--- config.mk ---
export PLATFORM = sky130hd
export DESIGN_NAME = scroll_pattern_gen
export DESIGN_NICKNAME = d
export VERILOG_FILES = /design/src/rtl/scroll_pattern_gen.sv
export SDC_FILE = /design/constraint.sdc
export NUM_CORES = 1
export LEC_CHECK = 0
export BUFFER_PORTS_ARGS = -buffer_cell sky130_fd_sc_hd__buf_2
export CAP_MARGIN = 5
export CORE_UTILIZATION = 40
export DETAILED_ROUTE_END_ITERATION = 10
export HOLD_SLACK_MARGIN = 0.15
export SLEW_MARGIN = 5
export SYNTH_ARGS = -nofsm -noshare
export SYNTH_HDL_FRONTEND = slang
export SYNTH_SLANG_ARGS = --single-unit
--- constraint.sdc ---
create_clock -name clk -period 2.1 [get_ports clk]
set_input_delay 0.21 -clock clk [delete_from_list [all_inputs] [get_ports clk]]
set_output_delay 0.21 -clock clk [all_outputs]
set_load 0.005 [all_outputs]
--- src/rtl/scroll_pattern_gen.sv ---
//------------------------------------------------------------------------------
// scroll_pattern_gen
//
// Sits between the hvsync_generator outputs and the rgb pins. A programmable
// clock divider emits a one-cycle tick that advances a free-running scroll
// phase. At each frame boundary the phase and the requested display mode are
// latched, so the picture never tears mid-frame. The registered rgb output
// shows one of four scrolling patterns built from those latched values.
//
// Ports:
//   clk          system clock
//   reset        asynchronous, active-low reset
//   display_on   visible-area flag from hvsync_generator
//   hpos, vpos   current pixel / line position (COORD_W bits)
//   frame_start  one-cycle pulse at the frame boundary; latches phase and mode
//   mode         pattern select: 0 solid, 1 h-stripes, 2 v-stripes, 3 checker
//   pause        freezes the divider and the phase accumulator
//   tick_out     one-cycle pulse every DIVISOR unpaused cycles
//   phase        frame-latched scroll phase (PHASE_W bits)
//   rgb          registered {b,g,r} pixel colour
//------------------------------------------------------------------------------
module scroll_pattern_gen #(
   parameter int         COORD_W    = 9,
   parameter int         DIVISOR    = 511,
   parameter int         PHASE_W    = 9,
   parameter int         STEP       = 1,
   parameter int         STRIPE_BIT = 1,
   parameter logic [2:0] COLOR0     = 3'b101,
   parameter logic [2:0] COLOR1     = 3'b111
) (
   input  logic               clk,
   input  logic               reset,
   input  logic               display_on,
   input  logic [COORD_W-1:0] hpos,
   input  logic [COORD_W-1:0] vpos,
   input  logic               frame_start,
   input  logic [1:0]         mode,
   input  logic               pause,
   output logic               tick_out,
   output logic [PHASE_W-1:0] phase,
   output logic [2:0]         rgb
);

   localparam int                 DIV_W       = (DIVISOR > 1) ? $clog2(DIVISOR) : 1;
   localparam logic [DIV_W-1:0]   DIV_LAST    = DIV_W'(DIVISOR - 1);
   localparam logic [PHASE_W-1:0] STEP_INC    = PHASE_W'(STEP);
   localparam int                 SUM_W       = (COORD_W > PHASE_W) ? COORD_W : PHASE_W;
   localparam logic [SUM_W-1:0]   STRIPE_MASK = SUM_W'(1) << STRIPE_BIT;

   logic [DIV_W-1:0]   div_cnt;
   logic [PHASE_W-1:0] phase_live;
   logic [1:0]         mode_q;
   logic [SUM_W-1:0]   h_sum;
   logic [SUM_W-1:0]   v_sum;
   logic               h_bit;
   logic               v_bit;
   logic               p;

   // Divider and phase accumulator. Pause holds the count where it is so
   // the tick cadence resumes without losing or doubling a tick.
   always_ff @(posedge clk or negedge reset) begin
      if (!reset) begin
         div_cnt    <= '0;
         tick_out   <= 1'b0;
         phase_live <= '0;
      end else if (pause) begin
         tick_out <= 1'b0;
      end else if (div_cnt == DIV_LAST) begin
         div_cnt    <= '0;
         tick_out   <= 1'b1;
         phase_live <= phase_live + STEP_INC;
      end else begin
         div_cnt  <= div_cnt + DIV_W'(1);
         tick_out <= 1'b0;
      end
   end

   // Frame latch. Uses the pre-increment phase_live when a tick lands on the
   // same edge; the increment shows up at the following frame boundary.
   always_ff @(posedge clk or negedge reset) begin
      if (!reset) begin
         phase  <= '0;
         mode_q <= 2'd0;
      end else if (frame_start) begin
         phase  <= phase_live;
         mode_q <= mode;
      end
   end

   // Sums wrap at the wider of the coordinate and phase widths. The stripe
   // bit is pulled out with a mask so every sum bit takes part in the logic.
   assign h_sum = SUM_W'(hpos) + SUM_W'(phase);
   assign v_sum = SUM_W'(vpos) + SUM_W'(phase);
   assign h_bit = |(h_sum & STRIPE_MASK);
   assign v_bit = |(v_sum & STRIPE_MASK);

   // Pattern bit selection from the frame-latched mode.
   always_comb begin
      p = 1'b0;
      case (mode_q)
         2'd0:    p = 1'b0;
         2'd1:    p = v_bit;
         2'd2:    p = h_bit;
         default: p = h_bit ^ vpos[STRIPE_BIT];
      endcase
   end

   // Registered colour output, blanked outside the visible area.
   always_ff @(posedge clk or negedge reset) begin
      if (!reset) begin
         rgb <= 3'b000;
      end else begin
         rgb <= display_on ? (p ? COLOR1 : COLOR0) : 3'b000;
      end
   end

endmodule

### After elaboration in Yosys (flattened, before gate mapping)

Index checks and enable logic that the tools add are counted.

* bits of input ports: 25
* output and inout bits: 13
* register bits: 33
* logic and storage cells: 23

* equal/unequal tests: 3
* reduce and logical (&&, ||, !) cells: 2
* bitwise logic cells: 2
* multiplexer cells: 6
* add/subtract/negate cells: 4

Operators by type and width (number)
* $add A9 B1 Y9 const B: 2
* $eq A9 B9 Y1 const B: 1
* $mux W9: 1
* $add A2 B2 Y2: 2
* $mux W3: 1
* $pmux W1 S3: 1
* $eq A2 B1 Y1 const B: 1
* $eq A2 B2 Y1 const B: 1
* $logic_not A2 Y1: 1
* $mux W1: 2
* $mux W2: 1
* $reduce_and A2 Y1: 1
* $not A1 Y1: 1
* $xor A1 B1 Y1: 1

### Depth between registers and ports, before layout

Gate-level depths: netlist of run 1.

* depth after elaboration: 5
* gate-level depth with buffers: 7
* depth with buffers taken out: 6

### Worst setup path before layout of run 1

OpenSTA, ideal clock, no wires.

* path type: reg-to-reg
* from: reg div_cnt[0]
* to: reg phase_live[3]
* stages on the path, launching flop included: 8
* arrival: 1.333 ns
* clock period less this slack: 1.456 ns
* path slack: 0.644 ns
* library setup time: 0.123 ns
* cells stage by stage: dfrtp_1 > inv_1 > ha_1 > nand3_1 > nor3_4 > buf_6 > nand4_1 > xnor2_1

* cells in the longest elaborated chain, start to end: 2

Ends and longest elaborated chain
* from (decl): RTL line 50 `logic [DIV_W-1:0] div_cnt;`
* from (signal assigned): RTL line 73 `div_cnt <= div_cnt + DIV_W'(1);`
* $eq A9 B9 Y1: RTL line 68 `end else if (div_cnt == DIV_LAST) begin`
* $reduce_and A2 Y1 (no source line)
* to (signal assigned): RTL line 71 `phase_live <= phase_live + STEP_INC;`
* to (decl): RTL line 51 `logic [PHASE_W-1:0] phase_live;`

Every way passes these cells.
A chain may end at the register's enable or synchronous reset.

==> impl_metrics.json, run 1 <==
{
  "port_buffers": 23,
  "nets": 176,
  "setup_tns_ns": 0,
  "numPlacedInstances": 182,
  "vias": 957,
  "path_depth": 6,
  "ys_ff_latch": 32,
  "p_per_area_nw_per_um2": 827,
  "min_period_ns": 1.77,
  "final-hold-violation-count": 0,
  "r2r-start": "div_cnt[0]",
  "finalSetupViolCount": 0,
  "worstPathBufferInverterCount": 2,
  "synth_area_per_cell_um2": 12.5,
  "grt_max_degree": 33,
  "regArea_um2": 801,
  "first_global_vias": 849,
  "io_pins": 38,
  "antenna_left": 0,
  "cts_tree": "done",
  "path_max_fanout": 14,
  "vdd_ir_drop_max_mv": 0.395,
  "numCtsBuffers": 5,
  "ys_seq_area_share_pct": 55.9,
  "die_x_um": 61.8,
  "slew_headroom_pct": 54.0,
  "skew_ns": 0.00730,
  "fp.coreArea_um2": 3390,
  "cp.required_ns": 2.33,
  "r2r-end": "div_cnt[7]",
  "crit_family": "simple AND/OR/NAND/NOR gates",
  "routed_wl_um": 2310,
  "rsz0062_at_grt": "false",
  "startpoint": "pause",
  "grtUsageTotal_pct": 13.5,
  "synthArstFlopShare_pct": 100,
  "h-tree-depth": 2,
  "regToRegSetupSlack_ns": 0.39,
  "die_h_um": 61.8,
  "final_cells": 195,
  "drc": 0,
  "crit_path_end_kind": "register",
  "yosys_warnings": 0,
  "post_cts_buffers": 0,
  "critPathSlowestCell": "dlygate4sd3_1",
  "crit_end": "div_cnt[7]",
  "multi_input_area_um2": 598,
  "r2r_cells": 6,
  "drive_gt1_share_pct": 30.2,
  "clockBufferDepth": 2,
  "fillers": 300,
  "tightest_slew_ns": 0.689,
  "area_growth_pct": 19.8,
  "dp_hpwl_um": 1590,
  "cts_root_buf": "clkbuf_4",
  "slowest_delay_ns": 0.53,
  "fmax_mhz": 565,
  "hold_class": "input pin to register",
  "clk_pin_slew_ns": 0.10,
  "syn_nets": 143,
  "rows": 21,
  "clk_latency_ns": 0.33,
  "finalMaxSlewViolations": 0,
  "start_kind": "input pin",
  "floorplan.initialDensity_pct": 42.3,
  "layout_worst_path_cycle_share_pct": 84.2,
  "first_iter_violations": 25,
  "via_per_inst": 4.91,
  "timing.max_cap.violations": 0,
  "status": "finished clean",
  "cts_sinks": 32,
  "place.gp.congestion": 0.828,
  "final.setup.worst_slack_ns": 0.331,
  "synthCells": 115,
  "hold_buffers": 5,
  "grt-ovfl-total": 0,
  "worstPathCellList": "dlygate4sd3_1, buf_2, nand2b_1, nor3_4, o2111ai_1, a21o_1",
  "antennaDiodeCount": 0,
  "wl_per_cell_um": 11.9,
  "ys_types": 31,
  "cp_data_arrival_time_ns": 2.00,
  "cts.repair.resized": 0,
  "path_class": "input pin to register",
  "synth-main-ff-cell": "dfrtp_1",
  "holdWs_ns": 0.210,
  "antenna_found_initial": 0,
  "dr.pass1.iters": 2,
  "die_area_um2": 3820,
  "pre_cts_ws_ns": 0.390,
  "synth_edf_count": 0,
  "leakage_nw": 0.866,
  "synth.cell_area_um2": 1430,
  "grt_pass1_wl_um": 3580
}
kinds of logic after synthesis:
logic type	share of synthesized area, %
simple gates	15.8
flops	55.9
mux	9.43
xor+xnor	8.56
buf+inv	2.36
compound gates	5.33
fa+ha+maj	2.62
layout by cell type (no fill, tap or decap), types with 2 or more instances in the layout:
master,n
nand4_1,7
a21o_1,3
ha_1,3
nand3_1,2
xnor2_1,11
nand2_1,8
nor3_1,4
nor2_1,5
clkbuf_4,5
and3_1,2
dfrtp_1,32
o21ai_0,2
dlygate4sd3_1,5
buf_2,23
inv_1,3
mux2_2,12
xor2_1,3
nand2b_1,2
metrics by stage:
stage,util (%),total power [mW],cell area (µm²)
3_5_place_dp,46.9,0.964,1590
4_1_cts,50.6,1.44,1720
6_report,50.6,1.42,1720
3_3_place_gp,46.9,0.950,1590
5_1_grt,50.6,1.50,1720
2_1_floorplan,-,0.899,1430
cell usage after synthesis (all sizes together), types with 2 or more instances:
| cell type | instances | area, µm² |
|---|---|---|
| inv | 3 | 11.3 |
| xor2 | 3 | 26.3 |
| mux2 | 12 | 135 |
| dfrtp | 32 | 801 |
| buf | 2 | 18.8 |
| a21o | 3 | 22.5 |
| o21ai | 3 | 15.0 |
| and3 | 2 | 12.5 |
| nand2b | 2 | 12.5 |
| nand4 | 8 | 65.1 |
| nand2 | 8 | 30.0 |
| nor3 | 5 | 36.3 |
| nand3 | 2 | 10.0 |
| xnor2 | 11 | 96.3 |
| nor2 | 5 | 18.8 |
| ha | 3 | 37.5 |
registers in the layout, indices dropped and copies added (netlist names):
register and count:
div_cnt 9, tick_out 1, rgb 2, phase_live 9
mode_q 2, phase 9
cell type report:
class,instances,area share [%]
well taps,46,3.35
inverters,3,0.656
clock inverters,2,2.04
multi-input cells,77,34.8
clock buffers,6,2.41
repair buffers,29,10.1
flip-flops and latches,32,46.6
worst reg2reg max path: stages, from the launching register on:
cell and delay [ns]:
dfrtp_1 0.43, inv_1 0.07, ha_1 0.14, nand3_1 0.12, nor3_4 0.45, o2111ai_1 0.20
a21o_1 0.20
how the worst min path moves through the flow:
| stage | from | endpoint | depth (start not counted) |
|---|---|---|---|
| after floorplan | reset | div_cnt[0] | 0 |
| after global placement | reset | phase[4] | 1 |
| after detailed placement | reset | phase[4] | 1 |
| after CTS | vpos[1] | rgb[1] | 4 |
| after global routing | vpos[1] | rgb[1] | 4 |
| final | vpos[1] | rgb[1] | 4 |
layer usage:
metal	vias up	track usage, %	part of all wire [%]
met2	12	20.9	50
met5	-	0	0
met4	0	8.57	1.9
li1	475	-	-
met3	6	4.35	2.7
met1	464	16.3	45
power breakdown:
part	switching, mW	internal [mW]	total [mW]
logic	0.0899	0.0919	0.182
clock network	0.211	0.249	0.461
registers	0.0937	0.683	0.777
Note: power is estimated with default switching activity, not from simulation.
==> run 2: changes to the inputs <==
--- a/config.mk
+++ b/config.mk
@@ -5,6 +5,7 @@
 export SDC_FILE = /design/constraint.sdc
 export NUM_CORES = 1
 export LEC_CHECK = 0
+export ABC_AREA = 1
 export BUFFER_PORTS_ARGS = -buffer_cell sky130_fd_sc_hd__buf_2
 export CAP_MARGIN = 5
 export CORE_UTILIZATION = 40
==> constraint.sdc (replaced) <==
create_clock -name clk -period 1.65 [get_ports clk]
set_input_delay 0.165 -clock clk [delete_from_list [all_inputs] [get_ports clk]]
set_output_delay 0.165 -clock clk [all_outputs]
set_load 0.005 [all_outputs]
==> run 2 against run 1 <==
  * Critical path depth increased by 2
  * Non-clock buffer count unchanged
  * Core utilization decreased by 0.27 points
  * Critical path type is now register to register
  * Largest cell class unchanged
==> impl_metrics.json, run 2 <==
{
  "status": "finished clean",
  "cts_root_buf": "clkbuf_8",
  "area_growth_pct": 20.0,
  "combPwrFrac_pct": 16.0,
  "cts_tree": "done",
  "die_x_um": 64.2,
  "clkPwrFrac_pct": 32.3,
  "slew_headroom_pct": 53.0,
  "antenna_left": 0,
  "synth_edf_count": 0,
  "start_kind": "register",
  "path_class": "register to register",
  "fillers": 362,
  "final-hold-violation-count": 0,
  "clockBufferDepth": 2,
  "first_global_vias": 1053,
  "p_per_area_nw_per_um2": 1020,
  "regToRegSetupSlack_ns": 0.18,
  "final_common_cell": "nand2_1",
  "skew_ns": 0.00373,
  "tightest_slew_ns": 0.704,
  "antenna_found_initial": 0,
  "syn_nets": 214,
  "nets": 247,
  "yosys_warnings": 0,
  "routed_wl_um": 2720,
  "wl_per_cell_um": 10.1,
  "synth.cell_area_um2": 1550,
  "dp_hpwl_um": 1900,
  "finalMaxSlewViolations": 0,
  "die_h_um": 64.2,
  "slowest_delay_ns": 0.40,
  "io_pins": 38,
  "hold_class": "input pin to register",
  "drive_gt1_share_pct": 18.2,
  "cp.required_ns": 1.82,
  "cp_data_arrival_time_ns": 1.64,
  "worstPathCellList": "inv_1, ha_1, nand2_1, nor2_4, nand3_4, inv_6, nand2_1, xor2_1",
  "timing.max_cap.violations": 0,
  "final_cells": 268,
  "worstPathBufferInverterCount": 2,
  "yosys.area.top_type": "dfrtp_1",
  "synth_area_per_cell_um2": 8.32,
  "hold_end": "phase[7]",
  "cts_sinks": 32,
  "ys_top_cells_by_count": "nand2_1, dfrtp_1, inv_1, nor2_1",
  "setup_tns_ns": 0,
  "clk_pin_slew_ns": 0.07,
  "via_per_inst": 4.46,
  "power_mw": 1.89,
  "rows": 22,
  "layout_worst_path_cycle_share_pct": 89.3,
  "p_switching_uw": 539,
  "port_buffers": 23,
  "fmax_mhz": 679,
  "grtUsageTotal_pct": 15.3,
  "grt-ovfl-total": 0,
  "clk_latency_ns": 0.28,
  "final_util_pct": 50.4,
  "leakage_nw": 0.979,
  "crit_family": "simple AND/OR/NAND/NOR gates",
  "r2r-end": "phase_live[3]",
  "drc": 0,
  "vdd_ir_drop_max_mv": 0.716,
  "pwr-share-seq_pct": 51.6,
  "r2r-start": "div_cnt[0]",
  "die_area_um2": 4120,
  "place_area_um2": 1720,
  "power.internal_mw": 1.35,
  "worst_path_most_repeated_cell": "nand2_1",
  "yosys.cell_count.top_type": "nand2_1",
  "largestRegisters": "div_cnt: 9 flops, phase: 9 flops, phase_live: 9 flops",
  "path_depth": 8,
  "synthCells": 186,
  "crit_path_end_kind": "register",
  "place.gp.congestion": 0.764,
  "hold_buffers": 5,
  "hold_start": "frame_start",
  "cts.repair.resized": 0,
  "synthArstFlopShare_pct": 100,
  "path_max_fanout": 10,
  "r2r_cells": 8,
  "critPathSlowestCell": "dfrtp_1",
  "netlist_top_cells_area": "dfrtp_1, nand2_1, inv_1",
  "antennaDiodeCount": 0,
  "yosysTopAreaCellShare_pct": 51.7,
  "numCtsBuffers": 5,
  "numPlacedInstances": 255,
  "vias": 1195,
  "post_cts_buffers": 0,
  "ys_ff_latch": 32,
  "finalSetupViolCount": 0,
  "hold_depth": 2,
  "layout_common_cells": "nand2_1, dfrtp_1, buf_2, inv_1, nor2_1",
  "ys_seq_area_share_pct": 51.7,
  "ys_types": 23,
  "first_iter_violations": 66,
  "rsz0062_at_grt": "false",
  "h-tree-depth": 2,
  "grt_pass1_wl_um": 4680,
  "min_period_ns": 1.47,
  "grt_max_degree": 33,
  "floorplan.initialDensity_pct": 42.0,
  "dr.pass1.iters": 5,
  "synth-main-ff-cell": "dfrtp_1",
  "fp.coreArea_um2": 3690,
  "netSwitchingFraction_pct": 28.5,
  "fin_area_um2": 1860
}
## run 2: per-stage QoR
| stage | hold WS [ns] | setup WS, ns |
|---|---|---|
| after global routing | 0.233 | 0.0295 |
| final | 0.224 | 0.177 |
| after global placement | 0.266 | 0.174 |
| after floorplan | -0.131 | 0.325 |
| after detailed placement | 0.269 | 0.182 |
| after CTS | 0.217 | 0.160 |
## run 2: cell families (layout without fill, tap and decap cells)
logic type	Yosys count	after routing	share of synthesized area, %
AOI/OAI and AO/OA	16	16	5.50
muxes	2	2	1.46
DFF	32	32	51.7
xor gates and xnor gates	7	7	3.96
buffers and inverters	26	60	6.87
and+or+nand+nor	100	100	28.1
adders and majority gates	3	3	2.43
## run 2: worst max-delay path by stage
stage / slack [ns] / start / end
finish: 0.18 / div_cnt[0] / phase_live[3]
global route: 0.03 / div_cnt[0] / phase_live[4]
CTS: 0.16 / div_cnt[0] / phase_live[3]
detailed placement: 0.18 / div_cnt[0] / phase_live[2]
global placement: 0.17 / div_cnt[0] / phase_live[3]
floorplan: 0.32 / div_cnt[0] / phase_live[3]
## run 2: cell type report
type | instances | area [µm²] | share of cell area [%]
clock buffers | 6 | 82.6 | 4.44
clock inverters | 2 | 10.0 | 0.539
inverters | 23 | 91.3 | 4.92
multi-input cells | 128 | 641 | 34.5
flip-flops and latches | 32 | 801 | 43.1
well taps | 48 | 60.1 | 3.23
repair buffers | 29 | 173 | 9.29
## run 2: metal layers
metal	up-vias	GRT usage, %	wire (µm)
met5	-	0	0
met4	0	7.78	50
met3	6	5.89	133
met2	24	21.5	1070
met1	521	20.3	1460
li1	644	-	-
## run 2: power by group through the flow
stage / logic [mW] / clock network [mW] / registers, mW
final: 0.303 / 0.610 / 0.975
after global routing: 0.352 / 0.682 / 0.994
after CTS: 0.307 / 0.638 / 0.975
after detailed placement: 0.297 / 0 / 0.989
after global placement: 0.294 / 0 / 0.988
after floorplan: 0.222 / 0 / 0.973
==> run 3: changes to the inputs <==
--- a/config.mk
+++ b/config.mk
@@ -8,6 +8,7 @@
 export ABC_AREA = 1
 export BUFFER_PORTS_ARGS = -buffer_cell sky130_fd_sc_hd__buf_2
 export CAP_MARGIN = 5
+export CORE_MARGIN = 2
 export CORE_UTILIZATION = 40
 export DETAILED_ROUTE_END_ITERATION = 10
 export HOLD_SLACK_MARGIN = 0.15
==> run 3 against run 2 <==
  * Sequential share of layout area is 0.35 points higher
  * Non-clock buffer count stayed put
  * Via count is 1.4% higher
  * Global-route usage is 0.30 points lower
  * Core utilization is 0.41 points lower
  * First-iteration DRC count is 17% lower
  * Clock-buffer cell count stayed put
  * Critical path depth stayed put
  * Register-to-register slack worse by 0.02 ns
  * Worst setup slack worse by 0.018 ns
  * Wire length is 7.3% higher
  * Critical path type unchanged
  * Critical endpoint unchanged
==> impl_metrics.json, run 3 (same netlist as run 2, synthesis figures left out) <==
{
  "use_met2_pct": 22.9,
  "first_global_vias": 1119,
  "vias": 1212,
  "clockBufferDepth": 2,
  "status": "finished clean",
  "path_class": "register to register",
  "cts_root_buf": "clkbuf_8",
  "start_kind": "register",
  "final-hold-violation-count": 0,
  "power_mw": 1.83,
  "cts_sinks": 32,
  "first_iter_violations": 55,
  "crit_path_end_kind": "register",
  "grtUsageTotal_pct": 15.0,
  "globalRouteMet3Util_pct": 4.26,
  "io_pins": 38,
  "tightest_slew_ns": 0.704,
  "floorplan.initialDensity_pct": 42.0,
  "rows": 22,
  "finalMaxSlewViolations": 0,
  "final_common_cell": "nand2_1",
  "clk_pin_slew_ns": 0.06,
  "cp_data_arrival_time_ns": 1.65,
  "setup_tns_ns": 0,
  "skew_ns": 0.00207,
  "grt-ovfl-total": 0,
  "met1_usage_pct": 19.7,
  "top_usage_layer": "met2",
  "grt_pass1_wl_um": 4930,
  "grt_max_degree": 33,
  "rsz0062_at_grt": "false",
  "area_growth_pct": 19.1,
  "place.gp.congestion": 0.749,
  "port_buffers": 23,
  "fmax_mhz": 670,
  "drc": 0,
  "wl_per_cell_um": 10.9,
  "layout_common_cells": "nand2_1, dfrtp_1, buf_2, inv_1, nor2_1",
  "dr.pass1.iters": 4,
  "dp_hpwl_um": 2130,
  "via_per_inst": 4.54,
  "die_area_um2": 4380,
  "die_x_um": 66.2,
  "antenna_left": 0,
  "finalSetupViolCount": 0,
  "nets": 247,
  "timing.max_cap.violations": 0,
  "p_per_area_nw_per_um2": 993,
  "path_max_fanout": 10,
  "largestRegisters": "div_cnt: 9 flops, phase: 9 flops, phase_live: 9 flops",
  "antennaDiodeCount": 0,
  "routed_wl_um": 2910,
  "die_h_um": 66.2,
  "min_period_ns": 1.49,
  "drive_gt1_share_pct": 17.4,
  "vdd_ir_drop_max_mv": 0.429,
  "layout_worst_path_cycle_share_pct": 90.4,
  "numCtsBuffers": 5,
  "fp.coreArea_um2": 3690,
  "antenna_found_initial": 0,
  "cp.required_ns": 1.81,
  "h-tree-depth": 2,
  "clk_latency_ns": 0.27,
  "hold_class": "input pin to register",
  "slew_headroom_pct": 53.0,
  "leakage_nw": 0.969,
  "cts.repair.resized": 0,
  "cts_tree": "done"
}
==> run 3: cell count changes in the layout (fill, tap and decap cells not counted) <==
cell      before  now
clkbuf_1       0    1
clkbuf_8       6    5
clkinv_2       2    1
==> run 3: worst max-delay path: stages (launching register included) <==
cell and delay (ns):
dfrtp_1 0.40, inv_1 0.10, ha_1 0.15, nand2_1 0.08, nor2_4 0.11, nand3_4 0.17, inv_6 0.14, nand2_1 0.07
xor2_1 0.15
==> run 3: per-stage QoR <==
stage          std cells  setup WS (ns)  instance area (µm²)  utilization, %  hold WS, ns
2_1_floorplan        186          0.325                 1550               -       -0.131
3_3_place_gp         255          0.160                 1720            46.5        0.264
3_5_place_dp         255          0.166                 1720            46.5        0.263
4_1_cts              267          0.141                 1840            50.0        0.249
5_1_grt              267         0.0161                 1840            50.0        0.267
6_report             267          0.158                 1840            50.0        0.255
==> run 3: routing by layer <==
metal	vias up	share of wire, %
met3	5	5.4
met1	539	50
met5	-	0
li1	639	-
met4	0	1.5
met2	29	43
==> run 3: timing repair <==
action	CTS	global route
endpoints found under the setup margin	0	0
hold endpoints to repair	36	0
hold buffers	5	0
buffers inserted	0	0
==> run 3: cell type report <==
type | count | area (µm²)
clock buffer | 6 | 72.6
clock inverter | 1 | 5.00
fill | 377 | 1850
inverter | 23 | 91.3
multi-input combinational | 128 | 641
sequential | 32 | 801
tap | 48 | 60.1
timing repair buffer | 29 | 173
==> run 3: worst paths after layout <==
kind | start | to | slack, ns | depth (start not counted)
min | frame_start | phase[4] | 0.26 | 2
max in group asynchronous | reset | phase[8] | 0.72 | 2
min in group asynchronous | reset | rgb[0] | 0.48 | 2
max reg2reg | div_cnt[0] | phase_live[3] | 0.16 | 8
max | div_cnt[0] | phase_live[3] | 0.16 | 8
min reg2reg | phase[8] | phase[8] | 0.50 | 1
==> run 3: where the power goes <==
group	internal, mW	switching (mW)	leakage [nW]
combinational	0.128	0.181	0.549
clock	0.286	0.258	0.0410
sequential	0.888	0.0874	0.379
